[src/rtl/sdft_pkg.sv]
// Shared definitions for the sliding-DFT bin sequencer: FSM state encoding
// and the default twiddle/bin address width.
package sdft_pkg;

    localparam int SDFT_ADDR_W = 7;

    typedef enum logic {
        IDLE = 1'b0,
        RUN  = 1'b1
    } seq_state_t;

endpackage

[src/rtl/sdft_sequencer.sv]
// Sliding-DFT bin sequencer: on each accepted sample, walks the twiddle ROM
// address 0..LAST_BIN (stallable by hold) and flags bins aligned with ROM data.
module sdft_sequencer
    import sdft_pkg::*;
#(
    parameter int ADDR_W   = SDFT_ADDR_W,
    parameter int LAST_BIN = (1 << ADDR_W) - 1
) (
    input  logic              clk,
    input  logic              reset_n,
    input  logic              sample_valid,
    input  logic              hold,
    input  logic              clear_overrun,
    output logic              ready,
    output logic [ADDR_W-1:0] rom_addr,
    output logic              bin_valid,
    output logic [ADDR_W-1:0] bin_idx,
    output logic              bin_first,
    output logic              frame_done,
    output logic              overrun
);

    localparam logic [ADDR_W-1:0] LAST_ADDR = ADDR_W'(LAST_BIN);

    seq_state_t        state_q;
    seq_state_t        state_d;
    logic [ADDR_W-1:0] addr_d;
    logic              issue_p0;
    logic              overrun_evt;

    assign ready       = (state_q == IDLE);
    assign overrun_evt = sample_valid & ~ready;

    // Stage p0: address issue; the ROM registers rom_addr during this cycle
    always_comb begin
        state_d  = state_q;
        addr_d   = rom_addr;
        issue_p0 = 1'b0;
        case (state_q)
            IDLE: begin
                addr_d = '0;
                if (sample_valid) begin
                    state_d = RUN;
                end
            end
            RUN: begin
                if (!hold) begin
                    issue_p0 = 1'b1;
                    if (rom_addr == LAST_ADDR) begin
                        addr_d  = '0;
                        state_d = IDLE;
                    end else begin
                        addr_d = rom_addr + 1'b1;
                    end
                end
            end
            default: begin
                state_d = IDLE;
                addr_d  = '0;
            end
        endcase
    end

    always_ff @(posedge clk or negedge reset_n) begin
        if (!reset_n) begin
            state_q  <= IDLE;
            rom_addr <= '0;
        end else begin
            state_q  <= state_d;
            rom_addr <= addr_d;
        end
    end

    // Stage p1: bin qualifiers line up with the ROM's registered read data
    always_ff @(posedge clk or negedge reset_n) begin
        if (!reset_n) begin
            bin_valid  <= 1'b0;
            bin_idx    <= '0;
            bin_first  <= 1'b0;
            frame_done <= 1'b0;
        end else begin
            bin_valid  <= issue_p0;
            bin_first  <= issue_p0 && (rom_addr == '0);
            frame_done <= issue_p0 && (rom_addr == LAST_ADDR);
            if (issue_p0) begin
                bin_idx <= rom_addr;
            end
        end
    end

    // A fresh overrun event wins over a simultaneous clear
    always_ff @(posedge clk or negedge reset_n) begin
        if (!reset_n) begin
            overrun <= 1'b0;
        end else if (overrun_evt) begin
            overrun <= 1'b1;
        end else if (clear_overrun) begin
            overrun <= 1'b0;
        end
    end

endmodule

[config.mk]
export PLATFORM = sky130hd
export DESIGN_NAME = sdft_sequencer
export DESIGN_NICKNAME = d
export VERILOG_FILES = /design/src/rtl/sdft_pkg.sv /design/src/rtl/sdft_sequencer.sv
export SDC_FILE = /design/constraint.sdc
export NUM_CORES = 1
export LEC_CHECK = 0
export ABC_AREA = 1
export BUFFER_PORTS_ARGS = -buffer_cell sky130_fd_sc_hd__buf_4
export CORE_ASPECT_RATIO = 0.8
export CORE_MARGIN = 10
export CORE_UTILIZATION = 30
export DETAILED_ROUTE_END_ITERATION = 7
export PLACE_DENSITY = 0.55
export SLEW_MARGIN = 20
export SYNTH_ARGS = -nofsm -noshare
export SYNTH_HDL_FRONTEND = slang
export SYNTH_SLANG_ARGS = --single-unit
[constraint.sdc]
create_clock -name clk -period 1.2 [get_ports clk]
set_input_delay 0 -clock clk [delete_from_list [all_inputs] [get_ports clk]]
set_output_delay 0 -clock clk [all_outputs]
set_load 0.01 [all_outputs]
Word level (Yosys, flattened, before mapping):

Index checks and enable logic that the tools add are counted.

* logic and storage cells: 27
* output and inout bits: 19
* register bits: 19

* $add $sub $neg: 1
* eq/ne operators: 2
* bitwise operators: 2
* reductions and logical operators: 4
* mux-type cells: 11

Operator list (count)
* $mux W7: 2
* $pmux W7 S2: 1
* $add A7 B1 Y7 const B: 1
* $eq A7 B7 Y1 const B: 1
* $logic_not A7 Y1: 1
* $mux W1: 7
* $logic_and A1 B1 Y1: 2
* $ne A2 B2 Y1 const B: 1
* $pmux W1 S2: 1
* $reduce_bool A2 Y1: 1
* $and A1 B1 Y1: 1
* $not A1 Y1: 1

Depth between registers and ports, before layout:

Gate-level depths: netlist of run 1.

* depth after elaboration: 4
* mapped depth: 7
* gate-level depth less buffers: 7

Worst setup path after synthesis of run 1:

No wires, ideal clock.

* kind: register -> register
* start point: register rom_addr[0]
* end point: register state_q
* path slack: 0.046 ns
* period minus slack after synthesis: 1.154 ns
* data required time: 1.082 ns
* stages on the path, launching flop included: 7
* arrival time: 1.036 ns
* path through: dfrtp_1 > ha_1 > nand2_1 > inv_1 > nand2_2 > nor3_4 > nor2_2

* cells in the longest elaborated chain, start to end: 4

Ends and longest elaborated chain
* start, declared: RTL line sdft_sequencer.sv:15 `output logic [ADDR_W-1:0] rom_addr,`
* start signal, assigned: RTL line sdft_sequencer.sv:70 `rom_addr <= addr_d;`
* $eq A7 B7 Y1: RTL line sdft_sequencer.sv:49 `if (rom_addr == LAST_ADDR) begin`
* $mux W1: RTL line sdft_sequencer.sv:49
* $mux W1: RTL line sdft_sequencer.sv:47 `if (!hold) begin`
* $pmux W1 S2: RTL line sdft_sequencer.sv:39 `case (state_q)`
* net state_d: RTL line sdft_sequencer.sv:26 `seq_state_t state_d;`
* end signal, assigned: RTL line sdft_sequencer.sv:69 `state_q <= state_d;`
* end, declared: RTL line sdft_sequencer.sv:25 `seq_state_t state_q;`

The timed path passes the listed nets, and every way through them passes these cells.
A chain may end at the register's enable or synchronous reset.

Worst setup path in the final report of run 1:

* start point: register rom_addr[1]
* end point: register rom_addr[2]

* cells in the longest elaborated chain, start to end: 4
* elaborated cells on any way between the ends: 5

Ends and longest elaborated chain (RTL line)
* $add A7 B1 Y7 or $eq A7 B7 Y1 (tied branches): sdft_sequencer.sv:53, sdft_sequencer.sv:49
* $mux W7 (*): sdft_sequencer.sv:49
* $mux W7 (*): sdft_sequencer.sv:47
* $pmux W7 S2 (*): sdft_sequencer.sv:39

Mark *: on every way between the ends. The rest lies on a longest branch, timed or not. The select of a mux whose other input is x is not followed.

==> results of run 1 <==
critical path: stages, from the launching register on:
cell                      delay (ps)
sky130_fd_sc_hd__dfrtp_1         350
sky130_fd_sc_hd__ha_2            210
sky130_fd_sc_hd__nand3_2         130
sky130_fd_sc_hd__nor2_4          140
sky130_fd_sc_hd__nor2_2           50
sky130_fd_sc_hd__nand2_1          60
sky130_fd_sc_hd__o21ai_1          70
placed cells by master, fill, tap and decap left out:
master and instances:
sky130_fd_sc_hd__a21oi_2 1, sky130_fd_sc_hd__buf_4 30, sky130_fd_sc_hd__clkbuf_1 1, sky130_fd_sc_hd__clkbuf_8 3
sky130_fd_sc_hd__clkinv_1 1, sky130_fd_sc_hd__dfrtp_1 19, sky130_fd_sc_hd__dlygate4sd3_1 3, sky130_fd_sc_hd__ha_1 1
sky130_fd_sc_hd__ha_2 1, sky130_fd_sc_hd__inv_1 12, sky130_fd_sc_hd__inv_2 2, sky130_fd_sc_hd__nand2_1 24
sky130_fd_sc_hd__nand2_2 3, sky130_fd_sc_hd__nand2_4 1, sky130_fd_sc_hd__nand3_1 5, sky130_fd_sc_hd__nand3_2 1
sky130_fd_sc_hd__nor2_1 6, sky130_fd_sc_hd__nor2_2 4, sky130_fd_sc_hd__nor2_4 1, sky130_fd_sc_hd__nor3_2 1
sky130_fd_sc_hd__nor3_4 1, sky130_fd_sc_hd__o21a_1 1, sky130_fd_sc_hd__o21ai_0 2, sky130_fd_sc_hd__o21ai_1 8
sky130_fd_sc_hd__o21ai_2 1, sky130_fd_sc_hd__o22ai_1 1, sky130_fd_sc_hd__xor2_1 1
registers in the layout, summed over array words and instances (netlist names):
name / flops
state_q: 1
rom_addr: 7
frame_done: 1
bin_idx: 7
overrun: 1
bin_valid: 1
bin_first: 1
cells in the mapped netlist (all sizes together):
library cell  count
clkinv            1
nor3              2
nand2            28
inv              14
a21oi             1
nor2             11
xor2              1
o21a              1
o21ai            11
ha                2
nand3             6
buf               1
o22ai             1
dfrtp            19
kinds of logic (layout without fill, tap and decap cells):
logic type	count (synthesis)	in the layout	share of synthesized area (%)
buffers and inverters	16	52	7.616
flip-flops	19	19	53.60
AND/OR/NAND/NOR	47	47	26.23
AO/OA/AOI/OAI	14	14	8.745
adder cells (fa/ha/maj)	2	2	2.820
XOR/XNOR	1	1	0.9875
path summary, 6_finish.rpt:
path / from / to / slack (ps) / cells past startpoint
max: rom_addr[1]$_DFFE_PN0P_ / rom_addr[2]$_DFFE_PN0P_ / 60 / 6
min: hold / rom_addr[1]$_DFFE_PN0P_ / 100 / 3
max reg2reg: rom_addr[1]$_DFFE_PN0P_ / rom_addr[2]$_DFFE_PN0P_ / 60 / 6
min reg2reg: bin_idx[5]$_DFFE_PN0P_ / bin_idx[5]$_DFFE_PN0P_ / 490 / 2
max in group asynchronous: reset_n / overrun$_DFFE_PN0P_ / 840 / 2
min in group asynchronous: reset_n / bin_idx[1]$_DFFE_PN0P_ / 150 / 2
power by group through the flow:
| stage | sequential, uW | combinational (uW) | clock (uW) |
|---|---|---|---|
| 6_report | 917 | 795 | 440 |
| 5_1_grt | 940 | 899 | 481 |
| 4_1_cts | 915 | 794 | 463 |
| 3_5_place_dp | 926 | 785 | 0 |
| 3_3_place_gp | 921 | 782 | 0 |
| 2_1_floorplan | 996 | 282 | 0 |
repair_timing:
item | 4_1_cts | 5_1_grt
endpoints found under the setup margin | 0 | 6
hold buffers | 3 | 0
endpoints found under the hold margin | 21 | 0
buffers inserted | 0 | 1
resized for setup | 0 | 4
final cells by class:
type                            instances  area [um2]  share of cell area [%]
Tap cell                               38       47.55                   3.842
Sequential cell                        19       475.5                   38.42
Clock buffer                            4       45.04                   3.640
Inverter                               15       56.30                   4.550
Timing Repair Buffer                   33       255.2                   20.63
Multi-Input combinational cell         64       357.8                   28.92
per-layer routing:
| layer | part of all wire (%) | routed length, um | up-vias | global-route usage (%) |
|---|---|---|---|---|
| met5 | 0 | 0 | - | 0 |
| met4 | 0.75 | 16 | 0 | 1.940 |
| met3 | 9.2 | 196 | 2 | 4.780 |
| met2 | 40 | 861 | 17 | 11.71 |
| met1 | 50 | 1058 | 320 | 10.64 |
| li1 | - | - | 382 | - |
per-stage QoR:
step	total power [uW]	std cells
after floorplan	1278	99
after global placement	1703	165
after detailed placement	1711	165
after CTS	2172	172
after global routing	2320	173
final	2151	173
==> results, run 1 <==
- The maximum root-to-sink buffer count is 2.
- Synthesis instantiated 21 different standard cells from the library.
- At the pin with the least slew margin, the transition time is 247.9 ps.
- The layout has 279 filler cells.
- The max-cap check violation count is 0.
- Entering global routing, the biggest net connects 20 pins.
- The final setup violation count is 0.
- The switching power total is 740.4 uW.
- The pre-CTS setup slack is 46.96 ps.
- The total number of placement rows is 17.
- Summed over all cells, the static leakage comes to 0.0006323 uW.
- The worst-case clock skew is 3.209 ps.
- At the end of routability-driven placement, the weighted congestion stood at 0.8251.
- The average cell area after synthesis is 8.961 um2.
- Data on the critical path is required at its endpoint by 1340 ps.
- Once detail routing completed, the nets flagged for antenna violations numbered 0.
- The fraction of post-synthesis cell area in the top cell type by area is 53.60%.
- The post-synthesis net count is 106.
- CTS saw 19 sinks.
- The cell sitting at the root of the clock tree is a sky130_fd_sc_hd__clkbuf_8.
- By area the synthesized netlist is led by sky130_fd_sc_hd__dfrtp_1 54%, sky130_fd_sc_hd__nand2_1 10%, sky130_fd_sc_hd__o21ai_1 5.1%.
- Net switching is 34.42% of the power.
- The initial antenna violation count is 0.
- The portion of total power attributed to combinational logic is 36.9%.
- The total length of routed wires is 2132 um.
- The clock-pin transition on the worst setup and hold timing paths is 60 ps.
- The effective utilization at floorplan is 31.84%.
- The minimum clock period is 1139 ps.
- The peak fanout along the critical path is 3.
- The CTS tree is done.
- The Yosys warning count is 0.
- The number of storage elements in the synthesis netlist is 19.
- Per report_power, the clock group accounts for 20.4% of the total.
- IR analysis of the VDD net gives a maximum drop of 0.6965 mV.
- The normalized max-slew margin is 83.47%.
- The run finished with clean final reports.
- The synthesized area is 887.1 um2.
- In this run the count of I/O pins placed on the die edge is 24.
- Dividing the detail-routed wire length by the instance count gives 12.32 um.
- The overall die width is 80.80 um.
- The via count of the first global-routing pass came to 740.
- The deepest level of the CTS H-tree is 1.
- The class of the worst hold path is input pin to flip-flop.
- The max-slew violation total from the final report is 0.
- The average via count per standard cell is 4.168.
- The synthesized netlist cell count is 99.
- After routing the design area is 1237 um2.
- The power density relative to cell area is 1738 nW/um2.
- The maximum clock frequency is 0.8779 GHz.
- In the final layout, the share of cells above drive strength 1 is 37.04%.
- The area growth from synthesis to layout is 39.49%.
- In the global route stage, overall resource usage came out at 8.290%.
- Across all setup checks in the final design, the least slack found is 60.89 ps.
- Buffers inserted during clock tree synthesis total 3.
- The total negative slack for setup checks is 0 ps.
- The element type at the critical path start is a flip-flop.
- The net count of the finished layout is 143.
- The overall overflow remaining after global route is 0.
- At the worst endpoint, the arrival time is 1280 ps.
- In this run the tool buffered the top-level ports with 23 buffer cells.
- The share of total power dissipated in sequential elements is 42.6%.
- In this run the cell area measured after placement is 1141 um2.
- Cell internal power was estimated by the tool at 1411 uW.
- The first global-routing pass estimated 3567 um of wire.
- The total area inside the core boundary comes to 2786 um2.
- The remaining routing DRC violations is 0.
- The library cell with the largest summed area after synthesis is sky130_fd_sc_hd__dfrtp_1.
- The hold slack is 104.8 ps.
- The worst setup path is captured at a flip-flop.
- By startpoint and endpoint, the worst setup path is classified as flip-flop to flip-flop.
- For this run, the register share of the synthesized area comes to 53.60%.
- The count of vias placed by the detailed router is 721.
- The portion of the clock cycle consumed by the worst path in the final layout is 94.93%.
- The first routing iteration left 37 violations.
- The y dimension of the die is 68.64 um.
- The number of endpoints with negative hold slack in the final report is 0.
- Once layout is complete, the utilization of the core stands at 44.41%.
- The final antenna diode count is 0.
- The detailed placement HPWL is 1660 um.
- The floorplan step defined a die boundary enclosing 5545 um2.
- The clock insertion delay at the later pin of the skew report is 260 ps.
- The number of search-and-repair iterations in the first detailed-routing pass is 4.
(Power assumes the default switching activity.)
==> run 2, diff against run 1 <==
==> constraint.sdc (replaced) <==
create_clock -name clk -period 1.2 [get_ports clk]
set_input_delay 0.24 -clock clk [delete_from_list [all_inputs] [get_ports clk]]
set_output_delay 0.24 -clock clk [all_outputs]
set_load 0.01 [all_outputs]
==> run 2 against run 1 <==
Against the previous run:
- count of clock-buffer cells in the layout stayed put
- critical path type is now flip-flop to primary output
- flip-flop and latch count is the same
- critical endpoint is now rom_addr[0]
- fmax shrank 3.3%
- sequential share of layout area up 0.062 points
- sequential power barely moved
- wire length is 1.7% higher
- via count fell by 1.2%
- critical path depth decreased by 4
- combinational power is 6.9% higher
- cell count shrank 1.7%
- clock skew grew 2.8 ps
==> results, run 2 (synthesized netlist as in run 1, its figures left out) <==
- The initial antenna violation count is 0 (unchanged).
- The effective utilization at floorplan is 31.84% (unchanged).
- The max-slew violation total from the final report is 0 (unchanged).
- The pin count of the biggest net entering global routing is 20 (unchanged).
- The category of the worst setup path capture point is a primary output.
- The internal power was 1444 uW (+2.4%).
- The top cell types in the final layout, fill and taps aside, are 25 x sky130_fd_sc_hd__buf_4, 24 x sky130_fd_sc_hd__nand2_1, 18 x sky130_fd_sc_hd__dfrtp_1.
- The fraction of final layout cells sized beyond drive strength 1 is 40.15% (+3.1 points).
- The number of endpoints with negative hold slack in the final report was 0 (unchanged).
- The clock-pin transition on the worst setup and hold timing paths is 80 ps (+20 ps).
- The via count of the first global-routing pass is 773 (+4.5%).
- By instance count, the cell type seen most on the critical path is sky130_fd_sc_hd__buf_6.
- The maximum clock frequency is 0.8492 GHz (-3.3%).
- The flow ran to the end, and the final reports show no timing, DRC or antenna violations.
- The number of DRC markers after the initial detailed-route iteration is 33 (-11%).
- The count of vias placed by the detailed router came to 712 (-1.2%).
- The clock sink total came to 19 (unchanged).
- The signal on the critical path passes through buf_6 -> buf_6.
- The total length of routed wires came to 2168 um (+1.7%).
- The worst stage delay on the critical path came to 430 ps (+80 ps).
- The number of inserted filler cells in the final layout is 266 (-4.7%).
- The worst-case clock skew is 6.020 ps (+2.812 ps).
- The power density relative to cell area was 1793 nW/um2 (+3.1%).
- The overall die width is 80.80 um (unchanged).
- The number of buffers created by CTS came to 3 (unchanged).
- The overall overflow remaining after global route is 0 (unchanged).
- The cell class contributing the biggest share of worst-path delay is flip-flops.
- The total number of placement rows is 17 (unchanged).
- Relative to the synthesized area, the layout overhead comes to 39.63%.
- The minimum clock period is 1178 ps (+38.40 ps).
- The portion of total power attributed to combinational logic came to 38.3% (+1.4 points).
- The element type at the critical path start is a flip-flop.
- The final antenna diode count is 0 (unchanged).
- The fraction of power consumed by the clock network came to 20.5% (about the same).
- The peak fanout along the critical path is 3 (unchanged).
- The critical path buffer and inverter count is 2 (+2).
- The data required time of the critical path is 960 ps (-380 ps).
- The area of the core is 2786 um2 (unchanged).
- The count of pins on the block boundary was 24 (unchanged).
- The remaining antenna violation count after routing is 0 (unchanged).
- The max-cap check violation count is 0 (unchanged).
- The average via count per standard cell is 4.188 (+0.49%).
- The root buffer cell chosen for the clock tree is sky130_fd_sc_hd__clkbuf_8.
- The wire length of the first global-routing pass is 3808 um (+6.8%).
- The number of search-and-repair iterations in the first detailed-routing pass is 4 (unchanged).
- The final setup violation count is 0 (unchanged).
- Setup repair after global routing could not meet its margin everywhere.
- The sequential group share of total power is 41.2% (-1.4 points).
- In the final layout, the registers with the most flip-flops are bin_idx: 7 flops, rom_addr: 7 flops.
- The start-to-end type of the worst setup path is flip-flop to primary output.
- The overall power consumption is 2221 uW (+3.2%).
- The total negative slack for setup checks is 0 ps (unchanged).
- The maximum root-to-sink buffer count was 2 (unchanged).
- The number of buffers inserted by port buffering came to 23 (unchanged).
- The average routed wire per standard cell is 12.75 um (+3.5%).
- The arrival time of data at the critical path endpoint is 940 ps (-340 ps).
- The detailed placement HPWL is 1679 um (+1.2%).
- The library cell used most frequently in the layout, excluding fill and tap cells, is sky130_fd_sc_hd__buf_4.
- The actual transition at the worst max-transition pin is 247.8 ps (-0.1937 ps).
- The proportion of total power due to net switching is 34.97% (+0.55 points).
- The clock insertion delay at the later pin of the skew report is 260 ps (about the same).
- The die area is 5545 um2 (unchanged).
- The switching power total came to 776.7 uW (+4.9%).
- The global-route usage over all layers came to 8.867% (+0.58 points).
- The y dimension of the die was 68.64 um (unchanged).
- The peak supply drop is 0.6315 mV (-9.3%).
- TritonCTS built the clock tree.
- The weighted congestion at the end of routability-driven global placement is 0.8254 (about the same).
- The leakage power summed over all cells is 0.0006203 uW (-1.9%).
- The tightest min-delay check is of the input pin to flip-flop type.
- The remaining routing DRC violations is 0 (unchanged).
- The normalized max-slew margin came to 83.48% (about the same).
- The deepest level of the CTS H-tree is 1 (unchanged).
- The net total in the final layout was 140 (-2.1%).
- The portion of the clock cycle consumed by the worst path in the final layout was 98.13% (+3.2 points).
- The library cell contributing the largest single delay on the critical path is sky130_fd_sc_hd__dfrtp_1.
## run 2: changes by cell type in the layout (fill, tap and decap cells not counted), sizes merged
cell | before | now
dlygate4sd3 | 3 | 1
buf | 30 | 29
## run 2: area by class of cell
| type | instances | area (um2) | area share (%) |
|---|---|---|---|
| clock buffers | 4 | 45.04 | 3.636 |
| inverters | 15 | 56.30 | 4.545 |
| multi-input cells | 64 | 370.4 | 29.90 |
| flip-flops and latches | 19 | 476.7 | 38.48 |
| well taps | 38 | 47.55 | 3.838 |
| repair buffers | 30 | 242.7 | 19.60 |
## run 2: path summary, 6_finish.rpt
path | from | to | slack [ps] | cells after the start
worst max-delay path | rom_addr[0]$_DFFE_PN0P_ | rom_addr[0] | 20 | 2
worst min-delay path | clear_overrun | overrun$_DFFE_PN0P_ | 180 | 2
worst max register to register | rom_addr[0]$_DFFE_PN0P_ | rom_addr[1]$_DFFE_PN0P_ | 60 | 6
worst min register to register | bin_idx[3]$_DFFE_PN0P_ | bin_idx[3]$_DFFE_PN0P_ | 490 | 2
max in group asynchronous | reset_n | rom_addr[5]$_DFFE_PN0P_ | 590 | 2
min in group asynchronous | reset_n | bin_idx[1]$_DFFE_PN0P_ | 390 | 2
## run 2: stage by stage
| stage | instance area (um2) | cells | setup WS (ps) | hold WS [ps] | util (%) |
|---|---|---|---|---|---|
| 2_1_floorplan | 887.1 | 99 | 45.76 | -55.59 | - |
| 3_3_place_gp | 1134 | 164 | 69.66 | 127.0 | 40.68 |
| 3_5_place_dp | 1134 | 164 | 44.63 | 134.5 | 40.68 |
| 4_1_cts | 1196 | 170 | 31.09 | 193.2 | 42.93 |
| 5_1_grt | 1239 | 170 | -18.68 | 195.9 | 44.45 |
| 6_report | 1239 | 170 | 22.48 | 183.4 | 44.45 |
## run 2: routing by layer
metal  routed length (um)  vias to the layer above  global-route usage (%)
met2                  942                       16                   13.59
met3                  154                        2                   3.618
met1                 1059                      316                   11.26
li1                     -                      378                       -
met5                    0                        -                       0
met4                   11                        0                   2.586
## run 2: power groups by stage
stage / clock network, uW / registers (uW) / logic (uW)
2_1_floorplan: 0 / 996 / 282
3_3_place_gp: 0 / 923 / 784
3_5_place_dp: 0 / 928 / 779
4_1_cts: 464 / 903 / 822
5_1_grt: 500 / 940 / 960
6_report: 455 / 916 / 850
## run 2: what timing repair did
| action | 4_1_cts | 5_1_grt |
|---|---|---|
| hold buffers | 1 | 0 |
| gates resized for setup | 0 | 13 |
| hold endpoints to repair | 19 | 0 |
| setup buffers | 1 | 0 |
| endpoints found under the setup margin | 1 | 10 |
| pin swaps | 0 | 2 |
| cloned | 0 | 0 |
==> run 3, diff against run 2 <==
Settings changed: CORE_ASPECT_RATIO 0.8 to not set.
==> run 3 against run 2 <==
Against the previous run:
- the run now ends with setup timing left
- hold slack lost 96 ps
- via count up 5.3%
- critical path depth unchanged
- flip-flop and latch count unchanged
- final area rose by 1.8%
- combinational power increased by 10%
- cell count shrank 1.2%
- clock skew up 5.5 ps
- utilization grew 0.89 points
- fmax shrank 2.7%
- highest routed layer unchanged
==> results, run 3 (synthesized netlist as in run 1, its figures left out) <==
- The most common cell after layout, fill and taps aside is sky130_fd_sc_hd__buf_4.
- The non-filler instance count after layout is 168 (-1.2%).
- TritonCTS built the clock tree.
- The data required time of the critical path is 960 ps (about the same).
- The number of buffers created by CTS came to 3 (unchanged).
- Traced cell by cell, the critical path runs through buf_6 -> buf_6.
- The wire length of the first global-routing pass was 3298 um (-13%).
- The number of DRC markers after the initial detailed-route iteration is 44 (+33%).
- The worst flop-to-flop path startpoint is rom_addr[1]$_DFFE_PN0P_.
- The global-route usage over all layers is 7.761% (-1.1 points).
- The number of inserted filler cells in the final layout came to 278 (+4.5%).
- The y dimension of the die is 74.38 um (+8.4%).
- The detailed placement HPWL is 1605 um (-4.5%).
- The power density relative to cell area came to 1729 nW/um2 (-3.6%).
- The worst stage delay on the critical path is 420 ps (about the same).
- The final reports fail on setup timing.
- The worst-case clock skew is 11.50 ps (+5.481 ps).
- The max-slew violation total from the final report is 0 (unchanged).
- The detailed-routed wire length on met2 was 1009 um (+7.1%).
- The number of endpoints with negative hold slack in the final report is 0 (unchanged).
- The peak fanout along the critical path came to 3 (unchanged).
- The leakage power summed over all cells is 0.0006397 uW (+3.1%).
- The portion of the clock cycle consumed by the worst path in the final layout came to 100.9% (+2.7 points).
- The area of the core is 2781 um2 (-0.18%).
- The element type at the critical path start is a flip-flop.
- The overall die width was 74.38 um (-7.9%).
- The fraction of final layout cells sized beyond drive strength 1 is 43.80% (+3.6 points).
- The root buffer selected by CTS is sky130_fd_sc_hd__clkbuf_4.
- Setup repair after global routing could not meet its margin everywhere.
- The final setup violation count is 2 (+2).
- The maximum root-to-sink buffer count came to 2 (unchanged).
- The met3 wire length is 170 um (+10%).
- The critical path buffer and inverter count was 2 (unchanged).
- The library cells used most frequently in the layout, excluding fill and tap cells, are 27 x sky130_fd_sc_hd__buf_4, 24 x sky130_fd_sc_hd__nand2_1, 15 x sky130_fd_sc_hd__dfrtp_1.
- The post-placement cell count came to 155 (-5.5%).
- The path with the worst hold slack has its endpoint at overrun$_DFFE_PN0P_.
- The max-cap check violation count came to 0 (unchanged).
- The average routed wire per standard cell is 12.48 um (-2.1%).
- The effective utilization at floorplan was 31.89% (+0.057 points).
- The highest metal layer used by the detailed router is met4.
- The detailed-route wire length on metal 1 is 872 um (-18%).
- In this run the critical register-to-register path is captured at rom_addr[0]$_DFFE_PN0P_.
- The die area was 5532 um2 (-0.23%).
- The clock sink total is 19 (unchanged).
- The net total in the final layout is 145 (+3.6%).
- The minimum clock period is 1210 ps (+32.84 ps).
- Counting stages on the worst path, the most repeated cell is sky130_fd_sc_hd__buf_6.
- The clock insertion delay at the later pin of the skew report was 320 ps (+60 ps).
- The remaining antenna violation count after routing came to 0 (unchanged).
- The worst hold path begins at clear_overrun.
- The deepest level of the CTS H-tree is 1 (unchanged).
- The largest registers in the layout are bin_idx: 7 flops, rom_addr: 7 flops.
- The arrival time of data at the critical path endpoint is 970 ps (+30 ps).
- The run finished, with violations left.
- The initial antenna violation count is 0 (unchanged).
- The category of the worst setup path capture point is a primary output.
- The number of search-and-repair iterations in the first detailed-routing pass is 4 (unchanged).
- The count of vias placed by the detailed router came to 750 (+5.3%).
- The pin count of the biggest net entering global routing is 20 (unchanged).
- The via count of the first global-routing pass is 724 (-6.3%).
- The cell class contributing the biggest share of worst-path delay is flip-flops.
- The hold slack is 87.54 ps (-95.89 ps).
- The final antenna diode count came to 0 (unchanged).
- The average via count per standard cell is 4.464 (+6.6%).
- The remaining routing DRC violations was 0 (unchanged).
- The worst reg2reg path depth is 5 (-1).
- From synthesis to final layout, the design area changed by 42.17%.
- The pre-CTS setup slack is 44.70 ps (+0.06770 ps).
- The number of instances on the worst hold path was 2 (unchanged).
- The maximum clock frequency was 0.8262 GHz (-2.7%).
- The normalized max-slew margin is 83.53% (about the same).
- The largest individual stage delay along the critical path comes from the cell sky130_fd_sc_hd__dfrtp_1.
- The total number of placement rows was 19 (+2).
- The worst-case register-to-register setup slack is 30 ps (-30 ps).
- The count of pins on the block boundary was 24 (unchanged).
- The worst setup slack after layout was -10.35 ps (-32.84 ps).
- The class of the worst hold path is input pin to flip-flop.
- By startpoint and endpoint, the worst setup path is classified as flip-flop to primary output.
- The clock-pin transition on the worst setup and hold timing paths was 120 ps (+40 ps).
- The weighted congestion at the end of routability-driven global placement is 0.7909 (-4.2%).
- The overall power consumption was 2180 uW (-1.8%).
- The actual transition at the worst max-transition pin is 247.0 ps (-0.7100 ps).
- The total length of routed wires came to 2097 um (-3.3%).
- The peak supply drop was 1.136 mV (+80%).
- The overall overflow remaining after global route is 0 (unchanged).
- The number of buffers inserted by port buffering was 23 (unchanged).
## run 3: cell types whose count changed in the layout (fill, tap and decap cells not counted), moves of 3 or more
cell	before	now
sky130_fd_sc_hd__clkbuf_4	0	3
sky130_fd_sc_hd__clkbuf_8	3	0
sky130_fd_sc_hd__dfrtp_1	18	15
sky130_fd_sc_hd__dfrtp_2	1	4
## run 3: cell type report
| cell class | count | area [um2] | share of cell area (%) |
|---|---|---|---|
| multi-input combinational | 64 | 355.3 | 28.17 |
| inverter | 15 | 56.30 | 4.464 |
| clock buffer | 3 | 22.52 | 1.786 |
| clock inverter | 1 | 7.507 | 0.5952 |
| timing repair buffer | 35 | 300.3 | 23.81 |
| tap | 31 | 38.79 | 3.075 |
| sequential | 19 | 480.5 | 38.10 |
## run 3: what timing repair did
action                     in CTS  in global routing
setup endpoints to repair       6                 14
hold endpoints to repair       19                  0
resized for setup               7                  8
hold buffers                    1                  0
pin swaps                       0                  1
buffers inserted                2                  6
## run 3: per-layer routing
layer	GRT usage, %	vias to the layer above
li1	-	385
met4	4.268	0
met3	3.191	5
met2	12.30	14
met1	8.655	346
met5	0	-
## run 3: worst max path at each step
stage	start	end	slack, ps	cells past startpoint
floorplan	rom_addr[0]$_DFFE_PN0P_	state_q$_DFF_PN0_	50	6
global placement	rom_addr[0]$_DFFE_PN0P_	state_q$_DFF_PN0_	70	6
detailed placement	rom_addr[1]$_DFFE_PN0P_	state_q$_DFF_PN0_	40	6
CTS	rom_addr[1]$_DFFE_PN0P_	rom_addr[1]	-20	2
global route	rom_addr[0]$_DFFE_PN0P_	rom_addr[5]$_DFFE_PN0P_	-60	6
finish	rom_addr[1]$_DFFE_PN0P_	rom_addr[1]	-10	2
## run 3: report_power, final
| part | total (uW) | internal (uW) | switching (uW) |
|---|---|---|---|
| clock network | 346 | 128 | 218 |
| logic | 935 | 487 | 448 |
| registers | 899 | 791 | 108 |
| total | 2180 | 1410 | 775 |
## run 3: per-stage QoR
step | TNS [ps] | cell area [um2] | utilization [%]
after floorplan | 0 | 887.1 | -
after global placement | 0 | 1110 | 39.90
after detailed placement | 0 | 1110 | 39.90
after CTS | -26.09 | 1184 | 42.56
after global routing | -353.9 | 1261 | 45.34
final | -17.85 | 1261 | 45.34
